$ cat config.mk
export PLATFORM = sky130hd
export DESIGN_NAME = arith_selftest
export DESIGN_NICKNAME = d
export VERILOG_FILES = /design/src/rtl/arith_selftest.sv
export SDC_FILE = /design/constraint.sdc
export NUM_CORES = 1
export LEC_CHECK = 0
export CORE_ASPECT_RATIO = 1.2
export CORE_MARGIN = 4
export CORE_UTILIZATION = 30
export DETAILED_ROUTE_END_ITERATION = 8
export PLACE_DENSITY = 0.5
export SLEW_MARGIN = 20
export SYNTH_ARGS = -nofsm -noshare
export SYNTH_HDL_FRONTEND = slang
export SYNTH_SLANG_ARGS = --single-unit
$ cat constraint.sdc
create_clock -name clock -period 11.9 [get_ports clock]
set_input_delay 2.38 -clock clock [delete_from_list [all_inputs] [get_ports clock]]
set_output_delay 2.38 -clock clock [all_outputs]
set_load 0.005 [all_outputs]
$ cat src/rtl/arith_selftest.sv
// Purpose : built-in arithmetic self-test; walks a fixed 8-entry vector table through
//           scalar add, 4-lane vector add and multiply-add, checks against golden values.
// Latency : results registered 1 cycle after issue, compared the following cycle; finish after edge NUM_VEC+1.
// Backpressure: none; free-running after reset release, outputs freeze once finish is set.
// Ports   : clock (rising edge), reset (async, active-high),
//           fail (sticky mismatch seen), finish (sticky all vectors compared).
module arith_selftest #(
    parameter int NUM_VEC      = 8,
    parameter bit INJECT_ERROR = 1'b0
) (
    input  logic clock,
    input  logic reset,
    output logic fail,
    output logic finish
);
    localparam logic [3:0] NV   = 4'(NUM_VEC);
    localparam logic [3:0] LAST = 4'(NUM_VEC - 1);

    function automatic logic [7:0] tab_a(input logic [2:0] i);
        case (i)
            3'd0: tab_a = 8'd0;   3'd1: tab_a = 8'd1;
            3'd2: tab_a = 8'd127; 3'd3: tab_a = 8'd128;
            3'd4: tab_a = 8'd255; 3'd5: tab_a = 8'd200;
            3'd6: tab_a = 8'd3;   default: tab_a = 8'd100;
        endcase
    endfunction

    function automatic logic [7:0] tab_b(input logic [2:0] i);
        case (i)
            3'd0: tab_b = 8'd0;   3'd1: tab_b = 8'd1;
            3'd2: tab_b = 8'd1;   3'd3: tab_b = 8'd128;
            3'd4: tab_b = 8'd1;   3'd5: tab_b = 8'd100;
            3'd6: tab_b = 8'd4;   default: tab_b = 8'd155;
        endcase
    endfunction

    function automatic logic [7:0] gold_add(input logic [2:0] i);
        case (i)
            3'd0: gold_add = 8'd0;   3'd1: gold_add = 8'd2;
            3'd2: gold_add = 8'd128; 3'd3: gold_add = 8'd0;
            3'd4: gold_add = 8'd0;   3'd5: gold_add = 8'd44;
            3'd6: gold_add = 8'd7;   default: gold_add = 8'd255;
        endcase
    endfunction

    function automatic logic [7:0] gold_mac(input logic [2:0] i);
        case (i)
            3'd0: gold_mac = 8'd0;   3'd1: gold_mac = 8'd2;
            3'd2: gold_mac = 8'd129; 3'd3: gold_mac = 8'd3;
            3'd4: gold_mac = 8'd3;   3'd5: gold_mac = 8'd37;
            3'd6: gold_mac = 8'd18;  default: gold_mac = 8'd147;
        endcase
    endfunction

    logic [3:0]  idx_q, idx_d;
    logic [3:0]  check_idx_q, check_idx_d;
    logic        check_valid_q, check_valid_d;
    logic [7:0]  s_add_q, s_add_d;
    logic [31:0] v_add_q, v_add_d;
    logic [7:0]  s_mac_q, s_mac_d;
    logic        fail_q, fail_d;
    logic        finish_q, finish_d;

    logic        advance;
    logic        mismatch;
    logic [7:0]  s_add;
    logic [31:0] v_add;
    logic [7:0]  s_mac;
    logic [15:0] mac_full;
    logic [2:0]  vi;
    logic [2:0]  li;
    logic [2:0]  ci;
    logic [2:0]  gi;

    // Datapaths, combinational from idx; everything wraps mod 256.
    always_comb begin
        vi       = idx_q[2:0];
        li       = 3'd0;
        s_add    = tab_a(vi) + tab_b(vi);
        if (INJECT_ERROR && idx_q == 4'd3) begin
            s_add[0] = ~s_add[0];
        end
        v_add    = 32'd0;
        for (int k = 0; k < 4; k++) begin
            li                = vi + 3'(k);     // 3-bit wrap gives the %8 lane index
            v_add[8*k +: 8]   = tab_a(li) + tab_b(li);
        end
        mac_full = {8'd0, tab_a(vi)} * {8'd0, tab_b(vi)} + {13'd0, vi};
        s_mac    = mac_full[7:0];
    end

    always_comb begin
        advance       = (idx_q < NV) && !finish_q;
        ci            = check_idx_q[2:0];
        gi            = 3'd0;

        mismatch = (s_add_q != gold_add(ci)) || (s_mac_q != gold_mac(ci));
        for (int k = 0; k < 4; k++) begin
            gi = ci + 3'(k);
            if (v_add_q[8*k +: 8] != gold_add(gi)) begin
                mismatch = 1'b1;
            end
        end
        mismatch = mismatch && check_valid_q;

        idx_d         = advance ? idx_q + 4'd1 : idx_q;
        check_idx_d   = advance ? idx_q : check_idx_q;
        // Issue stops once idx reaches NUM_VEC, so the last compare also drops valid.
        check_valid_d = advance;
        s_add_d       = advance ? s_add : s_add_q;
        v_add_d       = advance ? v_add : v_add_q;
        s_mac_d       = advance ? s_mac : s_mac_q;
        fail_d        = fail_q | mismatch;
        finish_d      = finish_q | (check_valid_q && check_idx_q == LAST);
    end

    always_ff @(posedge clock or posedge reset) begin
        if (reset) begin
            idx_q         <= 4'd0;
            check_idx_q   <= 4'd0;
            check_valid_q <= 1'b0;
            s_add_q       <= 8'd0;
            v_add_q       <= 32'd0;
            s_mac_q       <= 8'd0;
            fail_q        <= 1'b0;
            finish_q      <= 1'b0;
        end else begin
            idx_q         <= idx_d;
            check_idx_q   <= check_idx_d;
            check_valid_q <= check_valid_d;
            s_add_q       <= s_add_d;
            v_add_q       <= v_add_d;
            s_mac_q       <= s_mac_d;
            fail_q        <= fail_d;
            finish_q      <= finish_d;
        end
    end

    assign fail   = fail_q;
    assign finish = finish_q;
endmodule

==> results.txt, run 1 <==
The effective utilization at floorplan came out at 31.0%. The count of boundary I/O pins is 4. Summing every instance area after synthesis gives 5080 µm².

Summing the areas of all and, or, nand and nor instances in the mapped netlist gives 18.3% of the synthesized area. Net switching is 20.2% of the power. When the netlist entered floorplanning its net count stood at 696.

In this run the biggest area consumer among cell types represents 23.6% of the synthesized area. The HPWL after detailed placement is 9600 µm. Cells fill 32.6% of the core in the end. The proportion of synthesized chip area in sequential cells came out at 23.6%. The final critical path takes up 52.6% of the cycle.

The final net count is 669. Timing analysis after detailed placement gives a worst setup slack of 5640 ps. The tightest min-delay check is of the flop to flop type. The run finished with clean final reports. The global placement routability congestion is 0.897. The sequential power share came out at 52.7%. The number of iterations in the first detailed-routing pass is 5.

At the later pin of the worst-skew pair, clock insertion delay measures 290 ps. The cell type of the slowest stage on the worst timing path is ha_1. The worst setup path is captured at a flop.

The post-CTS setup-driven buffer insertion count is 0. The fraction of final layout cells sized beyond drive strength 1 came out at 4.53%. In this design, the stage delay of the slowest critical-path cell is 750 ps.

The vias per cell is 5.08. The analysis attributes to net switching a power of 62.4 µW. The critical path goes through inv_1 -> ha_1 -> nor3_1 -> o21ai_0 -> inv_1 -> a21oi_1 -> ha_1 -> inv_1 -> fa_1 -> inv_1 -> ha_1 -> inv_1 -> fa_1 -> fa_1 -> inv_1 -> ha_1 -> a21oi_1 -> o21ai_0 -> xor2_1 -> xnor2_1 -> xnor2_1 -> o21ai_1. The count of nets left with antenna violations after detail routing came out at 0. The count of buffers from port buffering came out at 3. The global route total overflow is 0. The wire length reported by the detailed router came out at 12,400 µm. The number of global-route vias before repair came out at 3,944. The share of power burned in combinational logic came out at 1.1%.

The critical path buffer and inverter count is 6. The largest fanout of any net on the critical path is 23. The count of hold-fix buffers inserted at cts came out at 0. The level count of the clock H-tree came out at 2. Summed over all instances, the cell type with the most area after synthesis is dfrtp_1. The chip height is 151 µm. The required time of the critical path is 12,050 ps. The number of diodes is 0. The initial antenna violation count came out at 0.

In this run the static leakage power is 0.00257 µW. The setup TNS came out at 0 ps. The register clock-pin slew on the reported worst setup and hold paths is 70 ps. The number of cell rows is 51.

The clock network power share came out at 46.2%. IR analysis of the VDD net gives a maximum drop of 48.2 µV. The cell area power density is 57.9 nW/µm². The buffer levels on the longest clock path is 2. The synthesized area divided by synthesized cell count is 8.17 µm². The warning count from the yosys run came out at 0.

The TritonCTS buffer count is 5. Based on the critical path, the design can be clocked at up to 0.160 GHz. The worst max-slew margin expressed relative to the limit is 35.3%. Summing the areas of all compound-gate instances in the mapped netlist gives 19.8% of the synthesized area. The adder and majority cell fraction of the synthesized area is 19.1%. Counting flops and latches in the post-synthesis netlist gives 48.

The CTS sink count is 48. The clock skew is 9.82 ps. The die covers 19,100 µm². In the layout the commonest cells are nand2_1, ha_1, o21ai_0, dfrtp_1. The first global-routing pass estimated 20,700 µm of wire. After synthesis, the cell types taking the most area are dfrtp_1, ha_1, xnor2_1. The gate count of the mapped netlist came out at 622. The start-to-end type of the worst setup path is flop to flop. The count of distinct cell types in the synthesized netlist came out at 69. The max-cap check violation count came out at 0. The routed wirelength normalized by instance count came out at 15.3 µm. The total setup violations reported at the end of the flow is 0.

The internal power contribution is 247 µW. The worst path setup slack after routing is 5640 ps. The minimum clock period after layout is 6260 ps. The layout overhead on the synthesized area came out at 5.19%. The data arrival time of the worst path is 6410 ps. The number of max-slew violations in the final report came to 0.

TritonCTS built the clock tree. The combinational family with the most area after synthesis is compound AO/OA/AOI/OAI gates. The number of enable flip-flop cells after synthesis is 0. At the pin with the least slew margin, the transition time is 971 ps.

The floorplan step set the die width to 127 µm. In this design, the largest share of critical-path delay is due to adder cells. The library cell used most frequently in the layout, excluding fill and tap cells, is nand2_1. The standard cell core area is 16,400 µm². The detailed router's first-iteration violation count came out at 251.

The mux cell area share after synthesis came out at 1.70%. The maximum number of pins on one net before global-route repair came out at 71. The detailed router placed 4,108 vias in this run.

The async set-or-reset flop fraction in the synthesized netlist is 100%. The most used flip-flop cell after synthesis is dfrtp_1. The number of resized instances in the post-cts repair step came out at 0. The clock tree root buffer cell is clkbuf_16. The final hold violation count is 0.

The global routing usage summed across all routing layers is 13.3%. Setup repair after global routing left no endpoint under its margin. Counting stages on the worst path, the most repeated cell is inv_1. The share of the synthesized netlist area taken by xor and xnor gates is 11.0%.

The DRC violation count after routing came out at 0. The worst setup path is launched from a flop.
path summary, 6_finish.rpt:
path	end	cells past startpoint	slack, ps	startpoint
setup / recovery	s_mac_q[7]	22	5640	idx_q[0]
hold / removal	fail	1	460	fail
setup reg to reg	s_mac_q[7]	22	5640	idx_q[0]
hold reg to reg	fail	1	460	fail
max in group asynchronous	s_add_q[0]	2	8860	reset
min in group asynchronous	check_idx_q[3]	2	2540	reset
cell usage after synthesis (all sizes together) (8+ instances only):
cell type / count
nand2: 79
o21ai: 59
xnor2: 43
ha: 64
dfrtp: 48
a21oi: 34
buf: 15
nand2b: 8
nor2: 44
fa: 8
clkbuf: 24
nor3: 14
xor2: 20
nand3: 10
a21o: 10
inv: 35
per-layer routing:
layer	vias up	share of wire [%]	global-route usage (%)
met5	-	0	0
met4	0	2.0	4.40
met3	16	1.7	1.17
met2	62	48	22.4
met1	1925	48	18.0
li1	2105	-	-
final cells by class:
| type | instances | area [µm²] |
|---|---|---|
| clock buffers | 7 | 143 |
| clock inverters | 1 | 7.51 |
| fillers | 1712 | 11100 |
| inverters | 35 | 133 |
| multi-input cells | 500 | 3550 |
| flip-flops and latches | 48 | 1200 |
| well taps | 212 | 265 |
| repair buffers | 5 | 45.0 |
registers in the layout, summed over array words and instances (netlist names):
signal	count
check_idx_q	4
check_valid_q	1
fail	1
finish	1
idx_q	4
s_add_q	6
s_mac_q	8
v_add_q	23
per-stage QoR:
stage	cell area, µm²	hold slack (ps)	power (µW)	std cells
6_report	5350	463	310	808
5_1_grt	5350	479	322	808
4_1_cts	5350	473	313	808
3_5_place_dp	5190	453	170	800
3_3_place_gp	5190	440	170	800
2_1_floorplan	5080	435	169	622
logic make-up (layout without fill, tap and decap cells):
| logic type | count (synthesis) | after routing |
|---|---|---|
| compound gates | 159 | 159 |
| buf+inv | 74 | 48 |
| xor+xnor | 63 | 63 |
| fa+ha+maj | 73 | 73 |
| simple gates | 197 | 197 |
| mux | 8 | 8 |
| flops | 48 | 48 |
power by group through the flow:
stage	sequential (µW)	combinational [µW]	clock, µW
2_1_floorplan	166	2.39	0
3_3_place_gp	166	3.68	0
3_5_place_dp	166	3.74	0
4_1_cts	163	3.73	146
5_1_grt	163	4.21	155
6_report	163	3.40	143
No activity file was read; power rests on OpenSTA's default activity.
==> run 2: changes to the inputs <==
clock period = 6.5 ns   (was 11.9 ns; I/O delays follow)
==> run 2 against run 1 <==
  * Sequential power is 83% higher
  * Clock power is 110% higher
  * Setup slack worse by 4900 ps
  * Sequential share of layout area is 0.17 points lower
  * Critical path depth stayed put
  * Combinational power is 90% higher
  * Utilization is 0.24 points higher
  * Maximum frequency is 8.8% higher
  * Highest routed layer unchanged
  * Power is 94% higher
  * Largest cell class unchanged
  * Routed wire length is 1.1% higher
  * Register-to-register slack worse by 4900 ps
  * Largest power group unchanged
  * First-iteration DRC count is 7.6% higher
==> results.txt, run 2 (synthesized netlist as in run 1, its figures left out) <==
The estimated wirelength of the detail-placed design came out at 9890 µm. The most used cell along the critical path is inv_1. The fraction of final layout cells sized beyond drive strength 1 came out at 5.18%. In the global route stage, overall resource usage came out at 13.4%.

The initial antenna violation count is 0. The global route total overflow came out at 0. The layout filler cell count is 1,698. The number of iterations in the first detailed-routing pass is 4. Routability-driven placement finished with a final weighted congestion of 0.867. Power spread over the standard cell area amounts to 112 nW/µm². The worst hold slack is 466 ps. The final hold violation count is 0. The count of nets left with antenna violations once routing finished came out at 0. The minimum clock period after layout came out at 5750 ps. The wire length reported by the detailed router is 12,500 µm. The total setup violations reported at the end of the flow is 0.

The number of vias after detailed routing is 4,140. Static timing analysis puts the maximum clock frequency at 0.174 GHz. The startpoint of the most critical setup path is idx_q[0]. The clock tree synthesis step divided the H-tree into 2 levels. In this run the deepest clock path goes through 2 buffers.

The TritonCTS buffer count is 5. The post-CTS setup-driven buffer insertion count is 0. The number of antenna diodes in the final layout is 0. Of all nets on the critical path, the largest fanout is 13. The clock arrives with 7.40 ps of skew. Entering global routing, the biggest net connects 71 pins. Setup repair after global routing left no endpoint under its margin. The kind of capture point of the worst setup path is a flop. Leaving out fill and tap cells, the most frequent cell in the layout is nand2_1. The layout overhead on the synthesized area came out at 5.98%. The effective utilization at floorplan is 31.0%. The number of cell rows came out at 51. The routed wirelength normalized by instance count is 15.4 µm. The flow ran to the end, and the final reports show no timing, DRC or antenna violations. TritonCTS built the clock tree.

The data arrival time of the worst path came out at 5900 ps. In the routed layout, each cell is associated on average with a via count of 5.10. Across the run, the number of max-cap violations was 0. The final net count is 672.

The count of buffers from port buffering is 3. The dominant delay contributor by cell family on the critical path is adder cells. The share of the clock period used by the worst path came out at 88.5%. The maximum VDD drop is 107 µV. The global-route wire length before repair came out at 20,900 µm. The required time of the critical path is 6650 ps. The number of max-slew violations in the final report came to 0. The CTS sink count came out at 48. The number of global-route vias before repair came to 4,030.

The worst max-slew margin expressed relative to the limit is 36.5%. The chip height came out at 151 µm. For this design the static power due to leakage is 0.00259 µW. The standard cell core area is 16,400 µm².

For the worst-skew pair, the clock arrives at the later sink with an insertion delay of 290 ps. The register with the most flip-flops in the layout has 23 of them. By startpoint and endpoint, the worst setup path is classified as flop to flop. The die area is 19,100 µm². The critical path launch point type is a flop. At the pin with the least slew margin, the transition time is 953 ps.

Cells fill 32.8% of the core in the end. Adding up every negative setup slack in the final design gives 0 ps. Post-CTS repair changed the size of 0 cells.

The class of the tightest hold or removal check is flop to flop. The critical path goes through inv_1 -> ha_1 -> nor2b_1 -> o21ai_0 -> inv_1 -> a21oi_1 -> ha_1 -> inv_1 -> fa_1 -> inv_1 -> ha_1 -> inv_1 -> fa_1 -> fa_1 -> inv_1 -> ha_1 -> a21oi_1 -> o21ai_0 -> xor2_1 -> xnor2_1 -> xnor2_1 -> o21ai_1. The worst hold path begins at fail. The clock tree root buffer cell is clkbuf_16. Measured along the x axis, the die boundary spans 127 µm. The startpoint identified for the worst register-to-register timing path is idx_q[0].

The largest single stage delay on the critical path is 550 ps. The detailed router's first-iteration violation count came out at 270. Clock-pin slew was measured on the worst setup and hold paths at 70 ps. The DRC violation count after routing is 0.

The count of hold-fix buffers inserted at cts is 0. The number of buffers and inverters on the critical path is 6. Among all stages on the critical path, the largest delay is contributed by fa_1.

In the final layout, the registers with the most flip-flops are v_add_q: 23 flops, s_mac_q: 8 flops, s_add_q: 6 flops. 4 I/O pins were placed. The library cells used most frequently in the layout, excluding fill and tap cells, are nand2_1, ha_1, o21ai_0, dfrtp_1. The register containing the most flip-flops in the final layout is v_add_q.
[run 2: cell types whose count changed in the layout (fill, tap and decap cells not counted), sizes merged]
cell,delta
bufinv,+1
buf,+3
clkbuf,-2
clkinv,+1
[run 2: routing by layer]
metal  track usage [%]  share of wire [%]
met4              4.35                2.3
met3             0.852                1.4
met2              22.5                 48
met1              18.3                 49
met5                 0                  0
[run 2: final cells by class]
class	count	area (µm²)	area share, %
Clock buffer	5	125	2.32
Clock inverter	3	42.5	0.790
Inverter	35	133	2.46
Multi-Input combinational cell	500	3550	65.9
Sequential cell	48	1200	22.3
Tap cell	212	265	4.92
Timing Repair Buffer	8	67.6	1.25
[run 2: where the power goes]
part           internal, µW  switching (µW)  leakage, µW  total, µW
Sequential              299               0     0.000577        299
Combinational         0.601            5.86      0.00194       6.47
Clock                   181             115    0.0000798        296
Total                   480             121      0.00259        601
[run 2: worst reg2reg max path: cells and delay by family, from the launching register on]
kind                     cells  cell delay, ps
AND/OR/NAND/NOR              1              80
buffers and inverters        6             790
flip-flops                   1             520
XOR/XNOR                     3             510
adder cells (fa/ha/maj)      7            2840
AO/OA/AOI/OAI                5             860
[run 2: metrics by stage]
step                total power (µW)  cell area [µm²]  worst slack, ps  std cells
finish                           601             5390              750        811
global route                     622             5390              244        811
CTS                              609             5390              766        811
detailed placement               311             5220              796        803
global placement                 311             5220              889        803
floorplan                        309             5080              963        622
[run 2: worst paths after layout]
kind	slack (ps)	cells past startpoint	to
worst max-delay path	750	22	s_mac_q[7]
worst min-delay path	470	1	fail
worst max register to register	750	22	s_mac_q[7]
worst min register to register	470	1	fail
max in group asynchronous	4500	2	s_mac_q[5]
min in group asynchronous	1480	2	v_add_q[30]
